File: src/rtl/spi_pkg.sv
// Shared constants for the SPI responder: FSM state encoding, link mode
// constants and default frame lengths.
package spi_pkg;

  typedef logic [1:0] state_t;

  localparam state_t ST_IDLE         = 2'd0;
  localparam state_t ST_SHIFT        = 2'd1;
  localparam state_t ST_DONE         = 2'd2;
  localparam state_t ST_WAIT_SS_HIGH = 2'd3;

  localparam int SPI_MODE  = 3;
  localparam int MSB_FIRST = 1;

  localparam int DEF_RX_DATA_LEN = 12;
  localparam int DEF_TX_DATA_LEN = 8;
  localparam int DEF_SYNC_STAGES = 2;

endpackage

File: src/rtl/spi_slave_if.sv
// Bundles the SPI pins and the local command/response handshake of the
// SPI responder. The slave modport is the responder's view.
interface spi_slave_if
  import spi_pkg::*;
#(
  parameter int RX_DATA_LEN = DEF_RX_DATA_LEN,
  parameter int TX_DATA_LEN = DEF_TX_DATA_LEN
);

  logic                   sck;
  logic                   ss;
  logic                   mosi;
  logic                   miso;
  logic                   miso_oe;
  logic [TX_DATA_LEN-1:0] tx_data;
  logic                   tx_load;
  logic [RX_DATA_LEN-1:0] rx_data;
  logic                   rx_valid;
  logic                   busy;
  logic                   err;

  modport slave (
    input  sck, ss, mosi, tx_data, tx_load,
    output miso, miso_oe, rx_data, rx_valid, busy, err
  );

  modport master (
    output sck, ss, mosi, tx_data, tx_load,
    input  miso, miso_oe, rx_data, rx_valid, busy, err
  );

endinterface

File: src/rtl/spi_sync_edge.sv
// Multi-flop synchronizer for one SPI pin plus a one-cycle delayed copy of
// the synchronized level, giving single-cycle rise/fall strobes.
module spi_sync_edge
  import spi_pkg::*;
#(
  parameter int   STAGES  = DEF_SYNC_STAGES,
  parameter logic RST_VAL = 1'b0
) (
  input  logic clk,
  input  logic rst,
  input  logic d,
  output logic level,
  output logic rise,
  output logic fall
);

  logic [STAGES-1:0] chain_r;
  logic              dly_r;

  // Shift the pin through the synchronizer chain and keep a delayed copy.
  always_ff @(posedge clk or posedge rst) begin
    if (rst) begin
      chain_r <= {STAGES{RST_VAL}};
      dly_r   <= RST_VAL;
    end else begin
      chain_r[0] <= d;
      for (int i = 1; i < STAGES; i++) begin
        chain_r[i] <= chain_r[i-1];
      end
      dly_r <= chain_r[STAGES-1];
    end
  end

  assign level = chain_r[STAGES-1];
  assign rise  = chain_r[STAGES-1] & ~dly_r;
  assign fall  = ~chain_r[STAGES-1] & dly_r;

endmodule

File: src/rtl/spi_slave.sv
// Mode-3 SPI responder, fully oversampled in the clk domain. Receives an
// RX_DATA_LEN-bit command on mosi and returns a TX_DATA_LEN-bit response on
// miso in the same frame.
module spi_slave
  import spi_pkg::*;
#(
  parameter int RX_DATA_LEN = DEF_RX_DATA_LEN,
  parameter int TX_DATA_LEN = DEF_TX_DATA_LEN,
  parameter int SYNC_STAGES = DEF_SYNC_STAGES
) (
  input logic      clk,
  input logic      rst,
  spi_slave_if.slave bus
);

  localparam int             CW      = $clog2(RX_DATA_LEN + 1);
  localparam logic [CW-1:0]  RX_LIM  = CW'(RX_DATA_LEN);
  localparam logic [CW-1:0]  RX_LAST = CW'(RX_DATA_LEN - 1);
  localparam logic [CW-1:0]  TX_LIM  = CW'(TX_DATA_LEN);

  logic sck_level_unused_s;
  logic sck_rise_s;
  logic sck_fall_s;
  logic ss_level_s;
  logic ss_rise_s;
  logic ss_fall_s;
  logic mosi_s;
  logic mosi_rise_unused_s;
  logic mosi_fall_unused_s;

  state_t                 state_r;
  logic [TX_DATA_LEN-1:0] hold_r;
  logic [TX_DATA_LEN-1:0] tx_shift_r;
  logic [RX_DATA_LEN-1:0] rx_shift_r;
  logic [CW-1:0]          tx_cnt_r;
  logic [CW-1:0]          rx_cnt_r;
  logic                   miso_r;
  logic                   miso_oe_r;
  logic [RX_DATA_LEN-1:0] rx_data_r;
  logic                   rx_valid_r;
  logic                   busy_r;
  logic                   err_r;

  // sck idles high, so its chain resets high to avoid a false fall.
  spi_sync_edge #(.STAGES(SYNC_STAGES), .RST_VAL(1'b1)) u_sck_sync (
    .clk   (clk),
    .rst   (rst),
    .d     (bus.sck),
    .level (sck_level_unused_s),
    .rise  (sck_rise_s),
    .fall  (sck_fall_s)
  );

  // ss resets low so the FSM only leaves WAIT_SS_HIGH once ss is seen high.
  spi_sync_edge #(.STAGES(SYNC_STAGES), .RST_VAL(1'b0)) u_ss_sync (
    .clk   (clk),
    .rst   (rst),
    .d     (bus.ss),
    .level (ss_level_s),
    .rise  (ss_rise_s),
    .fall  (ss_fall_s)
  );

  // mosi uses the same chain depth so it stays aligned with the sck edges.
  spi_sync_edge #(.STAGES(SYNC_STAGES), .RST_VAL(1'b0)) u_mosi_sync (
    .clk   (clk),
    .rst   (rst),
    .d     (bus.mosi),
    .level (mosi_s),
    .rise  (mosi_rise_unused_s),
    .fall  (mosi_fall_unused_s)
  );

  // Response holding register; survives frames so the reply repeats.
  always_ff @(posedge clk or posedge rst) begin
    if (rst) begin
      hold_r <= '0;
    end else if (bus.tx_load) begin
      hold_r <= bus.tx_data;
    end else begin
      hold_r <= hold_r;
    end
  end

  // Frame FSM with its shift registers, saturating counters and outputs.
  always_ff @(posedge clk or posedge rst) begin
    if (rst) begin
      state_r    <= ST_WAIT_SS_HIGH;
      tx_shift_r <= '0;
      rx_shift_r <= '0;
      tx_cnt_r   <= '0;
      rx_cnt_r   <= '0;
      miso_r     <= 1'b0;
      miso_oe_r  <= 1'b0;
      rx_data_r  <= '0;
      rx_valid_r <= 1'b0;
      busy_r     <= 1'b0;
      err_r      <= 1'b0;
    end else begin
      rx_valid_r <= 1'b0;
      err_r      <= 1'b0;
      case (state_r)
        ST_IDLE: begin
          if (ss_fall_s) begin
            tx_shift_r <= hold_r;
            rx_shift_r <= '0;
            tx_cnt_r   <= '0;
            rx_cnt_r   <= '0;
            busy_r     <= 1'b1;
            miso_oe_r  <= 1'b1;
            miso_r     <= 1'b0;
            state_r    <= ST_SHIFT;
          end
        end
        ST_SHIFT: begin
          if (sck_rise_s && (rx_cnt_r == RX_LAST)) begin
            // Completion beats a coincident ss rise.
            rx_shift_r <= {rx_shift_r[RX_DATA_LEN-2:0], mosi_s};
            rx_data_r  <= {rx_shift_r[RX_DATA_LEN-2:0], mosi_s};
            rx_cnt_r   <= RX_LIM;
            rx_valid_r <= 1'b1;
            if (ss_rise_s) begin
              busy_r    <= 1'b0;
              miso_oe_r <= 1'b0;
              miso_r    <= 1'b0;
              state_r   <= ST_IDLE;
            end else begin
              state_r   <= ST_DONE;
            end
          end else if (ss_rise_s) begin
            // Aborted frame: any coincident sck edge is discarded.
            err_r     <= 1'b1;
            busy_r    <= 1'b0;
            miso_oe_r <= 1'b0;
            miso_r    <= 1'b0;
            state_r   <= ST_IDLE;
          end else if (sck_rise_s) begin
            rx_shift_r <= {rx_shift_r[RX_DATA_LEN-2:0], mosi_s};
            if (rx_cnt_r != RX_LIM) begin
              rx_cnt_r <= rx_cnt_r + 1'b1;
            end
          end else if (sck_fall_s) begin
            if (tx_cnt_r == TX_LIM) begin
              miso_r <= 1'b0;
            end else begin
              miso_r     <= tx_shift_r[TX_DATA_LEN-1];
              tx_shift_r <= tx_shift_r << 1;
              tx_cnt_r   <= tx_cnt_r + 1'b1;
            end
          end
        end
        ST_DONE: begin
          if (ss_rise_s) begin
            busy_r    <= 1'b0;
            miso_oe_r <= 1'b0;
            miso_r    <= 1'b0;
            state_r   <= ST_IDLE;
          end
        end
        ST_WAIT_SS_HIGH: begin
          busy_r    <= 1'b0;
          miso_oe_r <= 1'b0;
          miso_r    <= 1'b0;
          if (ss_level_s) begin
            state_r <= ST_IDLE;
          end
        end
        default: begin
          busy_r    <= 1'b0;
          miso_oe_r <= 1'b0;
          miso_r    <= 1'b0;
          state_r   <= ST_WAIT_SS_HIGH;
        end
      endcase
    end
  end

  assign bus.miso     = miso_r;
  assign bus.miso_oe  = miso_oe_r;
  assign bus.rx_data  = rx_data_r;
  assign bus.rx_valid = rx_valid_r;
  assign bus.busy     = busy_r;
  assign bus.err      = err_r;

endmodule

File: src/flat_wrapper.sv
// flat-port wrapper written by rule: the top's interface ports become plain ports
module spi_slave_flat import spi_pkg::*;
#(
  parameter int RX_DATA_LEN = DEF_RX_DATA_LEN,
  parameter int TX_DATA_LEN = DEF_TX_DATA_LEN,
  parameter int SYNC_STAGES = DEF_SYNC_STAGES
)
  (clk, rst, bus_sck, bus_ss, bus_mosi, bus_tx_data, bus_tx_load, bus_miso, bus_miso_oe, bus_rx_data, bus_rx_valid, bus_busy, bus_err);
  spi_slave_if #(.RX_DATA_LEN(RX_DATA_LEN), .TX_DATA_LEN(TX_DATA_LEN)) bus_i ();
  input logic clk;
  input logic rst;
  input wire logic [$bits(bus_i.sck)-1:0] bus_sck;
  input wire logic [$bits(bus_i.ss)-1:0] bus_ss;
  input wire logic [$bits(bus_i.mosi)-1:0] bus_mosi;
  input wire logic [$bits(bus_i.tx_data)-1:0] bus_tx_data;
  input wire logic [$bits(bus_i.tx_load)-1:0] bus_tx_load;
  output wire logic [$bits(bus_i.miso)-1:0] bus_miso;
  output wire logic [$bits(bus_i.miso_oe)-1:0] bus_miso_oe;
  output wire logic [$bits(bus_i.rx_data)-1:0] bus_rx_data;
  output wire logic [$bits(bus_i.rx_valid)-1:0] bus_rx_valid;
  output wire logic [$bits(bus_i.busy)-1:0] bus_busy;
  output wire logic [$bits(bus_i.err)-1:0] bus_err;
  assign bus_i.sck = bus_sck;
  assign bus_i.ss = bus_ss;
  assign bus_i.mosi = bus_mosi;
  assign bus_i.tx_data = bus_tx_data;
  assign bus_i.tx_load = bus_tx_load;
  assign bus_miso = bus_i.miso;
  assign bus_miso_oe = bus_i.miso_oe;
  assign bus_rx_data = bus_i.rx_data;
  assign bus_rx_valid = bus_i.rx_valid;
  assign bus_busy = bus_i.busy;
  assign bus_err = bus_i.err;
  spi_slave #(.RX_DATA_LEN(RX_DATA_LEN), .TX_DATA_LEN(TX_DATA_LEN), .SYNC_STAGES(SYNC_STAGES)) u_core (.clk(clk), .rst(rst), .bus(bus_i));
endmodule
File: config.mk
export PLATFORM = sky130hd
export DESIGN_NAME = spi_slave_flat
export DESIGN_NICKNAME = d
export VERILOG_FILES = /design/src/rtl/spi_pkg.sv /design/src/rtl/spi_slave_if.sv /design/src/rtl/spi_sync_edge.sv /design/src/rtl/spi_slave.sv /design/src/flat_wrapper.sv
export SDC_FILE = /design/constraint.sdc
export NUM_CORES = 1
export LEC_CHECK = 0
export BUFFER_PORTS_ARGS = -buffer_cell sky130_fd_sc_hd__buf_2
export CORE_MARGIN = 2
export CORE_UTILIZATION = 48
export DETAILED_ROUTE_END_ITERATION = 8
export PLACE_DENSITY = 0.67
export SETUP_SLACK_MARGIN = 0.02
export SYNTH_ARGS = -nofsm -noshare
export SYNTH_HDL_FRONTEND = slang
export SYNTH_SLANG_ARGS = --single-unit
File: constraint.sdc
create_clock -name clk -period 4.69 [get_ports clk]
set_input_delay 0.2345 -clock clk [delete_from_list [all_inputs] [get_ports clk]]
set_output_delay 0.2345 -clock clk [all_outputs]
set_load 0.005 [all_outputs]
==> key figures, run 1 <==
Layout
  • Final #Nets: 301
  • Ant diodes: 0
  • Seq. cell area: 1530 um^2
  • Syn-to-layout area delta: 15.0%
  • Multi-input logic area: 1230 um^2
  • Layout cell share with drive strength beyond 1: 31.1%
  • Finished Core Util: 57.0%
  • # fillers: 500

Floorplanning
  • Die Width: 82.0 um
  • Core Area: 5890 um^2
  • Initial core utilization: 49.6%
  • DIE AREA: 6720 um^2
  • Row cnt: 28
  • Die Y: 82.0 um
  • IO Count: 31

Setup path
  • Critical path peak fanout: 28
  • Crit path required time: 4.94 ns
  • Crit. End Element: flip-flop
  • Critical path class: reg -> reg
  • R2R depth: 4
  • CP startpoint kind: flip-flop
  • Worst EP arrival: 3.35 ns

Logic synthesis
  • Seq/Total Area, Yosys: 52.6%
  • Async set-reset flop share out of synthesis: 100%
  • Most frequent cell after synthesis: dfrtp_1
  • Synth warnings: 0
  • Synth top area share: 48.0%
  • Most used DFF post-synth: dfrtp_1
  • Mean Syn Cell Area: 12.1 um^2
  • Synth cell count leaders: 56 x dfrtp_1, 29 x mux2_2, 23 x inv_1, 18 x nand2_1, 12 x mux2i_1
  • Number of synthesized register bits: 61
  • Post-synthesis instance area: 2920 um^2
  • Post-synth EDFFs: 0
  • Mapped Cells: 242
  • Syn Nets: 265
  • Ranking of synthesized cells by area: dfrtp_1 48%, mux2_2 11%, dfstp_2 4.5%
  • Synth cell types: 47
  • Cell accounting for the most synthesized area: dfrtp_1

CTS
  • Clock root buffer: clkbuf_8
  • Total CTS buffers: 9
  • CTS tree: yes
  • Hold buffer count at CTS: 3
  • CTS max path bufs: 2
  • H-tree depth: 3
  • Sink Count: 61
  • Latest clock arrival within the worst-skew pair: 0.33 ns
  • Post-CTS Resized: 0
  • Setup Buffers After CTS: 0
  • Reg clk slew, reported paths: 0.07 ns

Pwr
  • Peak VDD IR: 0.261 mV
  • Power density over the cells: 509 nW/um^2
  • Leakage: 0.00164 uW

STA
  • Min cycle time layout: 3.10 ns
  • Relative slew slack: 17.8%
  • Final-report setup violation count: 0
  • Final hold slack: 0.103 ns
  • Final setup TNS: 0 ns
  • Max Clock Skew: 0.0114 ns
  • RSZ-0062 raised after global routing: false
  • Slew Viols, Final: 0
  • Tightest Pin Transition: 1.22 ns
  • Fmax: 323 MHz
  • Tcrit/Tclk final: 66.1%
  • Final Hold Viols: 0

GRT
  • Global-route wire length before repair: 8.47 mm
  • Vias in the first global route: 1855
  • Overall Global Routing Usage: 16.9%
  • Largest net degree at the start of global routing: 62
  • GRT overflow: 0
  • Initial antenna violation count: 0

Route
  • WL per Instance: 13.3 um
  • Drt pass-1 iters: 4
  • Via count: 1856
  • Routed wire length: 4.77 mm
  • Final ANT Viol Nets: 0
  • Via density: 5.18
  • DRC Markers: 0
  • Number of DRC markers in iteration 0: 117

Worst hold path
  • Hold/Removal Path Class: in -> async

Placed design
  • Input/output buffers: 30
  • RePlAce Congestion: 0.790
  • Final HPWL from detailed placement: 3.26 mm

Run status
  • Status: finished clean

Run
  • Maxcap violations: 0
## worst paths after layout
| kind | to | start | slack (ns) |
|---|---|---|---|
| max | u_core.rx_shift_r[0] | u_core.state_r[0] | 1.59 |
| min | u_core.bus.rx_data[0] | rst | 0.10 |
| max reg2reg | u_core.rx_shift_r[0] | u_core.state_r[0] | 1.59 |
| min reg2reg | u_core.u_ss_sync.chain_r[1] | u_core.u_ss_sync.chain_r[0] | 0.35 |
| max in group asynchronous | u_core.u_ss_sync.chain_r[1] | rst | 4.10 |
| min in group clk | u_core.hold_r[2] | bus_tx_data[2] | 0.13 |
## metrics by stage
stage / worst slack, ns / cells / power [uW] / cell area [um^2]
after global routing: 1.28 / 358 / 1830 / 3350
after CTS: 1.54 / 358 / 1730 / 3350
final: 1.59 / 358 / 1710 / 3350
after global placement: 1.66 / 339 / 1190 / 3110
after detailed placement: 1.55 / 339 / 1210 / 3110
after floorplan: 2.76 / 242 / 1110 / 2920
## layout make-up
class	instances	area share [%]
inverter	25	2.80
multi-input combinational	147	36.6
clock inverter	4	2.16
timing repair buffer	34	5.60
clock buffer	12	4.33
sequential	61	45.7
tap	75	2.80
## layer usage
layer / up-vias / GRT usage (%) / wire [um] / share of wire [%]
met1: 907 / 22.6 / 2330 / 49
met5: - / 0 / 0 / 0
met2: 32 / 25.6 / 2170 / 46
met3: 9 / 4.73 / 169 / 3.5
li1: 908 / - / - / -
met4: 0 / 7.50 / 99 / 2.1
## cells by family (layout without fill, tap and decap cells)
group                    count (synthesis)  count (layout)  share of synthesized area [%]
AO/OA/AOI/OAI                           34              34                           8.32
adder cells (fa/ha/maj)                  9               9                           3.86
buffers and inverters                   34              75                           5.36
flip-flops                              61              61                           52.6
multiplexers                            49              49                           18.4
AND/OR/NAND/NOR                         55              55                           11.5
## sequential cells by signal, summed over array words and instances, names as in the netlist
name,cells
u_core.u_sck_sync.chain_r,2
u_core.bus.err,1
u_core.u_mosi_sync.chain_r,2
u_core.bus.rx_data,12
u_core.bus.miso,1
u_core.u_ss_sync.dly_r,1
u_core.u_sck_sync.dly_r,1
u_core.tx_shift_r,8
u_core.hold_r,8
u_core.u_ss_sync.chain_r,2
u_core.rx_shift_r,11
u_core.bus.miso_oe,1
u_core.tx_cnt_r,4
u_core.bus.rx_valid,1
u_core.state_r,2
u_core.rx_cnt_r,4
## critical path, cell delays in order (launching register included)
cell	delay (ns)
dfstp_2	0.56
ha_1	0.87
o21ai_1	0.29
o21ai_1	1.02
mux2i_1	0.28
## placed cells by master (no fill, tap or decap), drive strengths merged, types with 6 or more instances in the layout
master,instances
mux2,37
ha,9
a21oi,6
inv,25
clkbuf,12
o21ai,11
mux2i,12
nor2,6
dfrtp,56
buf,31
nand2,18
## power breakdown
group	switching, uW	internal [uW]
registers	73.7	634
clock network	198	313
logic	261	227
No activity file was read; power rests on OpenSTA's default activity.
==> inputs of run 2 (changes only) <==
- ABC_AREA: not set -> 1
- clock period: 4.69 -> 3.1 ns (I/O delays scaled with it)
==> key figures, run 2 <==
Run status
  • Status: finished clean

Pwr
  • Leakage: 0.00174 uW (+6.0%)
  • Sequential power share: 38.8% (-2.7 points)
  • Int Pwr: 1800 uW (+54%)
  • Peak VDD IR: 0.414 mV (+59%)
  • Switching power: 886 uW (+66%)
  • Clock power frac: 33.4% (+3.5 points)
  • Sw Ratio: 32.9% (+1.7 points)
  • Power density over the cells: 814 nW/um^2 (+60%)
  • Combinational power share: 27.8% (-0.8 points)

Logic synthesis
  • Post-synth EDFFs: 0 (unchanged)
  • Synth warnings: 0 (unchanged)
  • Synth cell count leaders: 109 x nand2_1, 56 x dfrtp_1, 26 x inv_1, 20 x o21ai_0, 18 x o21ai_2
  • Cell accounting for the most synthesized area: dfrtp_1
  • Post-synthesis instance area: 2840 um^2 (-2.7%)
  • Number of synthesized register bits: 61 (unchanged)
  • Most frequent cell after synthesis: nand2_1
  • Mapped Cells: 310 (+28%)
  • Most used DFF post-synth: dfrtp_1
  • Ranking of synthesized cells by area: dfrtp_1 49%, nand2_1 14%, o21ai_2 5.6%
  • Syn Nets: 333 (+26%)
  • Synth cell types: 30 (-36%)
  • Seq/Total Area, Yosys: 54.0% (+1.5 points)
  • Mean Syn Cell Area: 9.15 um^2 (-24%)
  • Async set-reset flop share out of synthesis: 100% (unchanged)
  • Synth top area share: 49.4% (+1.4 points)

STA
  • Fmax: 473 MHz (+47%)
  • Min cycle time layout: 2.11 ns (-0.985 ns)
  • Tcrit/Tclk final: 68.2% (+2.1 points)
  • Final Hold Viols: 0 (unchanged)
  • Final hold slack: 0.00663 ns (-0.0962 ns)
  • Final-report setup violation count: 0 (unchanged)
  • Final setup TNS: 0 ns (unchanged)
  • Tightest Pin Transition: 0.895 ns (-0.330 ns)
  • Slew Viols, Final: 0 (unchanged)
  • Max Clock Skew: 0.00723 ns (-0.00417 ns)
  • Relative slew slack: 40.3% (+22 points)
  • RSZ-0062 raised after global routing: false

Setup path
  • Critical path peak fanout: 22 (-21%)
  • R2R setup slack: 0.99 ns (-0.60 ns)
  • Critical path class: reg -> reg
  • Crit-path leading delay family: simple AND/OR/NAND/NOR gates
  • RR Endpoint: u_core.rx_shift_r[6]
  • Crit path cell chain: ha_1, inv_2, nor2_4, nand2_4, nand2_2, nand2_1, o21ai_2
  • R2r startpoint: u_core.state_r[0]
  • CP startpoint kind: flip-flop
  • Crit path required time: 3.36 ns (-1.58 ns)
  • Crit. End Element: flip-flop
  • Buf/Inv on CP: 1 (+1)
  • Slowest-stage cell, CP: dfstp_2
  • Delay of the slowest cell on the worst path: 0.54 ns (-0.48 ns)
  • Worst EP arrival: 2.37 ns (-0.98 ns)
  • R2R depth: 7 (+3)

Floorplanning
  • Die Y: 80.9 um (-1.3%)
  • Initial core utilization: 50.6% (+1.0 points)
  • Core Area: 5610 um^2 (-4.7%)
  • DIE AREA: 6540 um^2 (-2.6%)
  • Die Width: 80.9 um (-1.3%)
  • Row cnt: 27 (-3.6%)
  • IO Count: 31 (unchanged)

CTS
  • CTS max path bufs: 2 (unchanged)
  • Latest clock arrival within the worst-skew pair: 0.34 ns (about the same)
  • Sink Count: 61 (unchanged)
  • Clock root buffer: clkbuf_8
  • Post-CTS Resized: 0 (unchanged)
  • CTS tree: yes
  • H-tree depth: 3 (unchanged)
  • Total CTS buffers: 9 (unchanged)
  • Reg clk slew, reported paths: 0.07 ns (about the same)

Layout
  • Commonest non-fill, non-tap cell in the layout: nand2_1
  • Ant diodes: 0 (unchanged)
  • Final #Nets: 369 (+23%)
  • Max reg flops: 12 (unchanged)
  • Syn-to-layout area delta: 16.5%
  • Layout cell share with drive strength beyond 1: 25.4% (-5.7 points)
  • Most frequent cells in the layout: 109 x nand2_1, 56 x dfrtp_1, 30 x buf_2

Route
  • WL per Instance: 11.7 um (-12%)
  • Via density: 4.84 (-6.7%)
  • Drt pass-1 iters: 4 (unchanged)
  • Number of DRC markers in iteration 0: 119 (+1.7%)
  • DRC Markers: 0 (unchanged)
  • Final ANT Viol Nets: 0 (unchanged)
  • Via count: 2047 (+10%)
  • Routed wire length: 4.97 mm (+4.2%)

GRT
  • Global-route wire length before repair: 8.82 mm (+4.1%)
  • Largest net degree at the start of global routing: 46 (-26%)
  • GRT overflow: 0 (unchanged)
  • Initial antenna violation count: 0 (unchanged)
  • Vias in the first global route: 1959 (+5.6%)
  • Overall Global Routing Usage: 17.9% (+1.1 points)

Placed design
  • Final HPWL from detailed placement: 3.40 mm (+4.2%)
  • RePlAce Congestion: 0.803 (+1.6%)
  • Input/output buffers: 30 (unchanged)

Run
  • Maxcap violations: 0 (unchanged)

Worst hold path
  • Hold/Removal Path Class: in -> async
run 2: cells by family after synthesis:
kind of cell	synth area share [%]
xor+xnor	0.927
mux	0.397
compound gates	11.3
simple gates	22.3
flops	54.0
fa+ha+maj	3.97
buf+inv	7.06
run 2: worst max path at each step:
| stage | startpoint | end | slack [ns] | cells past startpoint |
|---|---|---|---|---|
| 6_report | u_core.state_r[0] | u_core.rx_shift_r[6] | 0.99 | 7 |
| 5_1_grt | u_core.state_r[0] | u_core.rx_shift_r[1] | 0.78 | 7 |
| 4_1_cts | u_core.state_r[0] | u_core.rx_shift_r[5] | 0.99 | 7 |
| 3_5_place_dp | u_core.state_r[0] | u_core.rx_shift_r[5] | 1.01 | 7 |
| 3_3_place_gp | u_core.state_r[0] | u_core.rx_shift_r[0] | 1.06 | 7 |
| 2_1_floorplan | u_core.state_r[0] | u_core.tx_shift_r[7] | 1.38 | 10 |
run 2: power by group through the flow:
stage	combinational (uW)	clock, uW	sequential, uW
detailed placement	746	0	1060
global route	866	958	1070
floorplan	668	0	1030
finish	749	898	1040
global placement	731	0	1050
CTS	755	922	1050
run 2: final cells by class:
type / instances / area, um^2
Inverter: 31 / 116
Multi-Input combinational cell: 207 / 1100
Clock buffer: 13 / 169
Sequential cell: 61 / 1530
Timing Repair Buffer: 36 / 203
Clock inverter: 3 / 90.1
Tap cell: 72 / 90.1
Fill cell: 541 / 2300
run 2: stage by stage:
step / area [um^2] / util [%] / setup slack, ns / std cells / total power, uW
6_report: 3300 / 58.9 / 0.986 / 423 / 2690
5_1_grt: 3300 / 58.9 / 0.780 / 423 / 2890
4_1_cts: 3300 / 58.9 / 0.986 / 423 / 2720
3_5_place_dp: 3020 / 53.8 / 1.01 / 404 / 1800
3_3_place_gp: 3020 / 53.8 / 1.06 / 404 / 1790
2_1_floorplan: 2840 / - / 1.38 / 310 / 1700
run 2: per-layer routing:
metal  track usage (%)  up-vias  wire [um]  share of wire [%]
li1                  -     1050          -                  -
met1              22.5      946       2320                 47
met2              28.4       41       2340                 47
met3              5.56       10        210                4.2
met4              8.31        0        106                2.1
met5                 0        -          0                  0
run 2: timing repair:
action                                 in CTS  in global routing
endpoints found under the hold margin       3                  0
setup buffers                               0                  0
hold buffers                                3                  0
